[config.mk]
export PLATFORM = sky130hd
export DESIGN_NAME = wb_uart_master
export DESIGN_NICKNAME = d
export VERILOG_FILES = /design/src/rtl/wb_uart_master_pkg.sv /design/src/rtl/wb_uart_master.sv
export SDC_FILE = /design/constraint.sdc
export NUM_CORES = 1
export LEC_CHECK = 0
export CORE_AREA = 2 2 76 133
export DETAILED_ROUTE_END_ITERATION = 10
export DIE_AREA = 0 0 78 135
export GPL_ROUTABILITY_DRIVEN = 0
export PLACE_DENSITY_LB_ADDON = 0.08
export SYNTH_ARGS = -nofsm -noshare
export SYNTH_HDL_FRONTEND = slang
export SYNTH_SLANG_ARGS = --single-unit
[constraint.sdc]
create_clock -name clk_i -period 1.6 [get_ports clk_i]
set_input_delay 0.32 -clock clk_i [delete_from_list [all_inputs] [get_ports clk_i]]
set_output_delay 0.32 -clock clk_i [all_outputs]
set_load 0.01 [all_outputs]
[src/rtl/wb_uart_master_pkg.sv]
// wb_uart_master_pkg: command bytes and FSM state encoding for the byte-to-Wishbone master
package wb_uart_master_pkg;

    localparam logic [7:0] CMD_WRITE = 8'h57;
    localparam logic [7:0] CMD_READ  = 8'h52;
    localparam logic [7:0] RSP_OK    = 8'h4B;
    localparam logic [7:0] RSP_ERR   = 8'h45;

    typedef enum logic [2:0] {
        IDLE,
        ADDR,
        DATA,
        BUS,
        RESP
    } state_t;

endpackage

[src/rtl/wb_uart_master.sv]
// wb_uart_master: parses 'W'/'R' byte commands and issues single 32-bit Wishbone classic transfers
//   clk_i/rstn_i         clock, asynchronous active-low reset
//   rx_data_i/rx_valid_i received byte stream (no backpressure)
//   tx_data_o/tx_valid_o/tx_ready_i  response byte stream
//   wbm_*                Wishbone classic master port
//   busy_o               high whenever a command is in progress
module wb_uart_master
    import wb_uart_master_pkg::*;
#(
    parameter int TIMEOUT = 255
) (
    input  logic        clk_i,
    input  logic        rstn_i,
    input  logic [7:0]  rx_data_i,
    input  logic        rx_valid_i,
    output logic [7:0]  tx_data_o,
    output logic        tx_valid_o,
    input  logic        tx_ready_i,
    output logic        wbm_cyc_o,
    output logic        wbm_stb_o,
    output logic        wbm_we_o,
    output logic [31:0] wbm_adr_o,
    output logic [31:0] wbm_dat_o,
    output logic [3:0]  wbm_sel_o,
    input  logic        wbm_ack_i,
    input  logic [31:0] wbm_dat_i,
    output logic        busy_o
);
    localparam int TW = $clog2(TIMEOUT + 1);

    state_t        state, next;
    logic          op;
    logic          err;
    logic [1:0]    cnt;
    logic [TW-1:0] tmo;
    logic          cyc;
    logic          tx_valid;
    logic [31:0]   adr;
    logic [31:0]   dat;
    logic          tmo_hit, last, hs;

    assign tmo_hit = tmo == TW'(TIMEOUT - 1);
    assign hs      = tx_valid & tx_ready_i;
    // Writes and errors answer with a single byte; reads send four.
    assign last    = err | op | (cnt == 2'd3);

    always_ff @(posedge clk_i or negedge rstn_i) begin
        if (!rstn_i)
            state <= IDLE;
        else
            state <= next;
    end

    always_comb begin
        next = state;
        case (state)
            IDLE:    next = rx_valid_i && (rx_data_i == CMD_WRITE || rx_data_i == CMD_READ) ? ADDR : IDLE;
            ADDR:    next = rx_valid_i && cnt == 2'd3 ? (op ? DATA : BUS) : ADDR;
            DATA:    next = rx_valid_i && cnt == 2'd3 ? BUS : DATA;
            BUS:     next = wbm_ack_i || tmo_hit ? RESP : BUS;
            RESP:    next = hs && last ? IDLE : RESP;
            default: next = IDLE;
        endcase
    end

    always_ff @(posedge clk_i or negedge rstn_i) begin
        if (!rstn_i) begin
            op       <= 1'b0;
            err      <= 1'b0;
            cnt      <= 2'd0;
            tmo      <= '0;
            cyc      <= 1'b0;
            tx_valid <= 1'b0;
            adr      <= 32'h0;
            dat      <= 32'h0;
        end else begin
            cyc      <= next == BUS;
            // tx_valid trails entry into RESP by one cycle and drops with the final handshake.
            tx_valid <= state == RESP && next == RESP;
            if (state != BUS)
                tmo <= '0;
            case (state)
                IDLE: if (next == ADDR) begin
                    op  <= rx_data_i == CMD_WRITE;
                    cnt <= 2'd0;
                end
                ADDR: if (rx_valid_i) begin
                    adr <= {adr[23:0], rx_data_i};
                    cnt <= cnt + 2'd1;
                end
                DATA: if (rx_valid_i) begin
                    dat <= {dat[23:0], rx_data_i};
                    cnt <= cnt + 2'd1;
                end
                BUS: begin
                    tmo <= tmo + TW'(1);
                    if (next == RESP)
                        err <= ~wbm_ack_i;
                    if (wbm_ack_i && !op)
                        dat <= wbm_dat_i;
                end
                RESP: if (hs)
                    cnt <= cnt + 2'd1;
                default: ;
            endcase
        end
    end

    always_comb begin
        tx_data_o  = err ? RSP_ERR : op ? RSP_OK : 8'(dat >> {~cnt, 3'b000});
        tx_valid_o = tx_valid;
        wbm_cyc_o  = cyc;
        wbm_stb_o  = cyc;
        wbm_we_o   = cyc & op;
        wbm_sel_o  = cyc ? 4'hF : 4'h0;
        wbm_adr_o  = adr;
        wbm_dat_o  = dat;
        busy_o     = state != IDLE;
    end

endmodule

==> results of run 1 <==
power breakdown:
| part | switching (mW) | leakage, nW | internal (mW) |
|---|---|---|---|
| clock | 0.789 | 0.142 | 1.24 |
| combinational | 2.16 | 2.16 | 3.06 |
| sequential | 0.544 | 1.00 | 2.86 |
registers in the layout (all words and copies together), names as in the netlist:
register / cells
tmo: 8
tx_valid_o: 1
err: 1
wbm_cyc_o: 1
state: 3
cnt: 2
op: 1
wbm_dat_o: 32
wbm_adr_o: 32
layer usage:
layer  routed length (µm)  track usage
met1                 4209       0.2355
met2                 5799       0.3482
met3                  701      0.05481
met4                  191      0.09357
met5                    0            0
layout by cell type, fill, tap and decap left out, types with 2 or more instances in the layout:
cell / synthesis / final
a21oi_1: 35 / 33
a21oi_2: 0 / 2
a31oi_2: 0 / 2
and3_1: 3 / 3
buf_12: 0 / 7
buf_2: 8 / 8
buf_4: 9 / 69
buf_6: 5 / 6
clkbuf_16: 0 / 12
clkdlybuf4s50_1: 0 / 53
clkinv_2: 0 / 2
clkinvlp_4: 0 / 2
dfrtp_1: 81 / 80
dlygate4sd2_1: 0 / 38
dlymetal6s2s_1: 0 / 23
ha_1: 3 / 2
inv_1: 5 / 5
mux2_1: 8 / 8
mux2_2: 24 / 24
mux2i_1: 34 / 33
mux4_2: 8 / 8
nand2_1: 5 / 5
nand2b_1: 2 / 2
nand3_1: 5 / 5
nor2_1: 45 / 42
nor2_2: 0 / 3
nor2b_2: 0 / 2
nor3b_1: 3 / 3
o211ai_1: 2 / 2
o21ai_0: 5 / 4
or3_1: 4 / 2
or3_4: 0 / 2
xnor2_1: 2 / 2
xor2_1: 6 / 6
layout make-up:
type                    instances  area, µm²  share of cell area
repair buffers                207       1992              0.3181
multi-input cells             217       1772              0.2830
clock inverters                 5      55.05            0.008793
well taps                     122      152.6             0.02438
clock buffers                  11      242.7             0.03877
inverters                       5      18.77            0.002998
flip-flops and latches         81       2028              0.3239
synth_stat cells:
cell	number
nor2_1	45
nand2_1	5
o22a_1	1
a21oi_1	35
and4b_1	1
nor4bb_1	1
dfrtp_1	81
a21o_1	1
a21oi_4	1
buf_2	8
a32oi_1	1
nand3b_1	1
o211ai_1	2
or3_1	4
nand2b_1	2
xor2_1	6
nand2b_4	1
nand3_1	5
mux2_2	24
o22ai_1	1
or2_1	1
and2_0	1
mux2_1	8
inv_1	5
buf_6	5
mux4_2	8
nand4_1	1
ha_1	3
or2_2	1
a2bb2oi_1	1
clkbuf_1	5
nor2b_1	3
a31oi_1	2
nor3b_1	3
and3_1	3
o31ai_1	1
buf_4	9
o21ai_0	5
and2_1	2
xnor2_1	2
mux2i_1	34
nor3_1	1
worst paths after layout:
kind                            slack (ns)            end          from
min in group clk_i                    0.37   wbm_adr_o[4]  rx_data_i[4]
worst max register to register        0.01       state[0]        cnt[1]
worst min register to register        0.49         tmo[0]        tmo[0]
worst max-delay path                 -0.45   tx_data_o[6]        cnt[0]
worst min-delay path                  0.01  wbm_dat_o[22]        rstn_i
max in group asynchronous             1.25             op        rstn_i
kinds of logic (layout without fill, tap and decap cells):
| group | after synthesis | count (layout) | synth area share |
|---|---|---|---|
| compound gates | 51 | 51 | 0.07471 |
| buf+inv | 32 | 228 | 0.05162 |
| mux | 74 | 74 | 0.2257 |
| fa+ha+maj | 3 | 3 | 0.009619 |
| xor+xnor | 8 | 8 | 0.01796 |
| flops | 81 | 81 | 0.5194 |
| simple gates | 81 | 81 | 0.1010 |
through the flow:
step	instances	total power [mW]	utilization	cell area (µm²)	setup WS, ns
floorplan	330	5.682	-	3925	-0.04371
global placement	624	8.699	0.6124	5762	-0.4127
detailed placement	624	8.829	0.6124	5762	-0.4520
CTS	645	10.70	0.6444	6063	-0.4609
global route	648	11.32	0.6654	6261	-0.4970
finish	648	10.66	0.6654	6261	-0.4463
repair_timing:
item / CTS / global route
pin swaps: 5 / 9
gates resized for setup: 94 / 37
hold endpoints to repair: 0 / 0
cloned: 0 / 3
buffers inserted: 6 / 2
endpoints found under the setup margin: 54 / 77
==> impl_metrics.env, run 1 <==
export IMPL_status="finished, violations left"
export IMPL_failed_checks="setup timing"
export IMPL_yosysWarnings=0
export IMPL_vias_per_cell=5.028
export IMPL_synthCells=330
export IMPL_core_area_um2=9409
export IMPL_fin_tns_setup_ns=-3.097
export IMPL_grt_pass1_vias=3336
export IMPL_start_util=0.4148
export IMPL_drtIter0Drc=173
export IMPL_worstMarginPinSlew_ns=0.4292
export IMPL_hold_viol=0
export IMPL_cp_start_kind="flip-flop"
export IMPL_layout_drive_gt1_share=0.3080
export IMPL_hold_buffers=0
export IMPL_dp_hpwl_mm=7.558
export IMPL_syn_nets=378
export IMPL_cp_cell_sequence="buf_6 > mux4_2 > or3_4 > buf_6"
export IMPL_track_usage=0.2033
export IMPL_die_w_um=78
export IMPL_io_pins=126
export IMPL_cp_num_cells=4
export IMPL_numCtsBuffers=9
export IMPL_clock_sinks=81
export IMPL_antenna_left=0
export IMPL_grt_pass1_wl_mm=16.64
export IMPL_ys_types=42
export IMPL_cp_end_kind="output port"
export IMPL_min_period_over_period=1.279
export IMPL_ir_drop_mv=1.221
export IMPL_required_ns=1.28
export IMPL_clockRootBuffer="clkbuf_16"
export IMPL_die_area_um2=10530
export IMPL_yosys_top_cells_area="dfrtp_1 52%, mux2i_1 8.7%, mux2_2 6.9%"
export IMPL_cpMaxStageDelayCell="mux4_2"
export IMPL_fin_crit_ns=2.046
export IMPL_antenna_cells=0
export IMPL_htree_levels=3
export IMPL_row_count=47
export IMPL_path_delay_family="multiplexers"
export IMPL_clkLatencyLatePin_ns=0.34
export IMPL_fin_skew_ns=0.009274
export IMPL_setup_violations_final=8
export IMPL_cts_tree="done"
export IMPL_worstPathArrival_ns=1.73
export IMPL_syn_area_um2=3902
export IMPL_antenna_found_initial=0
export IMPL_min_path_type="input pin to asynchronous set/reset pin"
export IMPL_cp_slowest_stage_delay_ns=0.48
export IMPL_netlist_area_leader_share=0.5194
export IMPL_ys_seq_area_frac=0.5194
export IMPL_whs_ns=0.01442
export IMPL_cpMostUsedCell="buf_6"
export IMPL_fmax_mhz=488.7
export IMPL_layout_nets=569
export IMPL_drt_wl_total_mm=10.90
export IMPL_leakage_nw=3.307
export IMPL_die_y_um=135
export IMPL_vias=3258
export IMPL_clkTransAtPathRegs_ns=0.06
export IMPL_synth_area_per_cell_um2=11.83
export IMPL_drtPass1Iterations=4
export IMPL_grt_max_degree=82
export IMPL_rsz0062_at_grt="yes"
export IMPL_maxCapViolCount=0
export IMPL_worstPathMaxFanout=2
export IMPL_critPathKind="flip-flop to output port"
export IMPL_drc_errors=0
export IMPL_layout_setup_ws_ns=-0.4463
export IMPL_crit_buf_inv=2
export IMPL_reg2reg_depth=8
export IMPL_pwr_density_cell_nw_per_um2=1703
export IMPL_area_growth_pct=60.44
export IMPL_timing_final_max_slew_violations=0
export IMPL_slew_headroom=0.7139
export IMPL_grt_ovfl_total=0
export IMPL_wl_per_cell_um=16.82
export IMPL_nFillCells=763
export IMPL_synth_seq_cells=81
export IMPL_synth_top_area_cell="dfrtp_1"
export IMPL_clockBufferDepth=2
export IMPL_io_buffers=125
(Power assumes the default switching activity.)
==> inputs of run 2 (changes only) <==
--- a/config.mk
+++ b/config.mk
@@ -12,2 +12,3 @@
 export PLACE_DENSITY_LB_ADDON = 0.08
+export SKIP_LAST_GASP = 1
 export SYNTH_ARGS = -nofsm -noshare
--- a/constraint.sdc
+++ b/constraint.sdc
@@ -3,2 +3,2 @@
 set_output_delay 0.32 -clock clk_i [all_outputs]
-set_load 0.01 [all_outputs]
+set_load 0.02 [all_outputs]
==> run 2 against run 1 <==
Effect of this change:
- the run still ends with setup timing left
- maximum frequency grew 0.77%
- die area is the same
- cell count shrank 0.62%
- via count shrank 2.7%
- global-route usage shrank 0.18 points
- first-iteration DRC count shrank 17%
- critical endpoint is now tx_data_o[0]
- largest cell class unchanged
==> impl_metrics.env, run 2 (same netlist as run 1, synthesis figures left out) <==
export IMPL_clkPwrFrac=0.169
export IMPL_clock_sinks=81
export IMPL_vias=3169
export IMPL_numCtsBuffers=9
export IMPL_vias_per_cell=4.921
export IMPL_final_common_cell="dfrtp_1"
export IMPL_antenna_found_initial=0
export IMPL_dp_worst_setup_slack_ns=-0.6156
export IMPL_combPwrFrac=0.522
export IMPL_clockBufferDepth=2
export IMPL_worstPathMaxFanout=3
export IMPL_cpMaxStageDelayCell="mux4_2"
export IMPL_power_switching_mw=4.012
export IMPL_status="finished, violations left"
export IMPL_ir_drop_mv=1.007
export IMPL_power_internal_mw=6.899
export IMPL_die_area_um2=10530
export IMPL_nFillCells=793
export IMPL_clockRootBuffer="clkbuf_16"
export IMPL_fin_skew_ns=0.005731
export IMPL_core_area_um2=9409
export IMPL_grt_pass1_vias=3328
export IMPL_die_y_um=135
export IMPL_layout_nets=567
export IMPL_antenna_cells=0
export IMPL_layout_common_cells="80 x dfrtp_1, 72 x dlygate4sd2_1, 67 x buf_4"
export IMPL_failed_checks="setup timing"
export IMPL_drtIter0Drc=143
export IMPL_place_area_um2=5777
export IMPL_pwr_density_cell_nw_per_um2=1774
export IMPL_die_w_um=78
export IMPL_wl_per_cell_um=16.58
export IMPL_slew_headroom=0.7166
export IMPL_layout_setup_ws_ns=-0.4306
export IMPL_fin_crit_ns=2.031
export IMPL_row_count=47
export IMPL_power_mw=10.91
export IMPL_path_delay_family="multiplexers"
export IMPL_htree_levels=3
export IMPL_critPathKind="flip-flop to output port"
export IMPL_whs_ns=0.01947
export IMPL_postLayoutCellArea_um2=6151
export IMPL_drt_wl_total_mm=10.68
export IMPL_leakage_nw=3.137
export IMPL_dp_hpwl_mm=7.476
export IMPL_grt_pass1_wl_mm=16.50
export IMPL_antenna_left=0
export IMPL_hold_viol=0
export IMPL_layout_drive_gt1_share=0.2912
export IMPL_area_growth_pct=57.61
export IMPL_cp_start_kind="flip-flop"
export IMPL_utilization=0.6537
export IMPL_drtPass1Iterations=4
export IMPL_clkTransAtPathRegs_ns=0.05
export IMPL_clkLatencyLatePin_ns=0.33
export IMPL_start_util=0.4148
export IMPL_timing_final_max_slew_violations=0
export IMPL_worstMarginPinSlew_ns=0.4251
export IMPL_min_path_type="input pin to asynchronous set/reset pin"
export IMPL_crit_buf_inv=1
export IMPL_grt_ovfl_total=0
export IMPL_power_frac_seq=0.309
export IMPL_required_ns=1.28
export IMPL_grt_max_degree=82
export IMPL_min_period_over_period=1.269
export IMPL_io_buffers=125
export IMPL_drc_errors=0
export IMPL_maxCapViolCount=0
export IMPL_rsz0062_at_grt="yes"
export IMPL_cp_end_kind="output port"
export IMPL_p_sw_frac=0.3677
export IMPL_worstPathArrival_ns=1.71
export IMPL_setup_violations_final=10
export IMPL_cp_cell_sequence="mux4_2 > or3_4 > buf_6"
export IMPL_fmax_mhz=492.5
export IMPL_cp_slowest_stage_delay_ns=0.51
export IMPL_io_pins=126
export IMPL_cts_tree="done"
export IMPL_track_usage=0.2015
## run 2: cell count changes in the layout (fill, tap and decap cells not counted), moves of 3 or more
cell / delta
buf_2: -4
buf_6: +3
clkdlybuf4s50_1: -13
dlygate4sd2_1: +34
dlymetal6s2s_1: -21
nor2_1: +3
nor2_2: -3
nor3b_1: -3
## run 2: power groups by stage
stage	Combinational [mW]	Sequential [mW]	Clock, mW
after CTS	5.62	3.38	1.89
after detailed placement	6.05	3.40	0
after floorplan	1.96	4.34	0
final	5.70	3.37	1.85
after global routing	6.11	3.48	1.98
after global placement	5.99	3.37	0
## run 2: path summary, 6_finish.rpt
path                              start             to  slack [ns]  depth (start not counted)
setup / recovery                 cnt[1]   tx_data_o[0]       -0.43                          3
hold / removal                   rstn_i  wbm_dat_o[30]        0.02                          2
setup reg to reg                 cnt[0]      wbm_cyc_o       -0.05                          8
hold reg to reg                  tmo[0]         tmo[0]        0.49                          1
max in group asynchronous        rstn_i             op        1.25                          2
min in group clk_i         rx_data_i[4]   wbm_adr_o[4]        0.40                          3
## run 2: area by class of cell
class	instances	area, µm²	share of cell area
well taps	122	152.6	0.02482
flip-flops and latches	81	2028	0.3297
clock buffers	14	264.0	0.04292
repair buffers	205	1923	0.3127
inverters	5	18.77	0.003051
multi-input cells	217	1764	0.2868
## run 2: routing by layer
metal,vias to the layer above,GRT usage,share of wire
li1,1542,-,-
met1,1525,0.2329,0.39
met2,91,0.3578,0.54
met3,11,0.05013,0.050
met4,0,0.07407,0.016
met5,-,0,0
## run 2: repair_timing
item                                    CTS  global route
hold buffers                              0             0
setup buffers                             0             3
cloned                                    1             3
pin swaps                                 5             7
gates resized for setup                 136            10
endpoints found under the setup margin  127            47
## run 2: per-stage QoR
step,TNS [ns],cells
detailed placement,-22.85,624
global route,-4.077,644
global placement,-22.35,624
floorplan,-0.1464,330
finish,-3.268,644
CTS,-3.389,638
==> inputs of run 3 (changes only) <==
GPL_ROUTABILITY_DRIVEN = not set   (was 0)
SLEW_MARGIN = 20   (was not set)
==> results of run 3 <==
The final DEF is identical to that of run 2; final timing and power are the same.
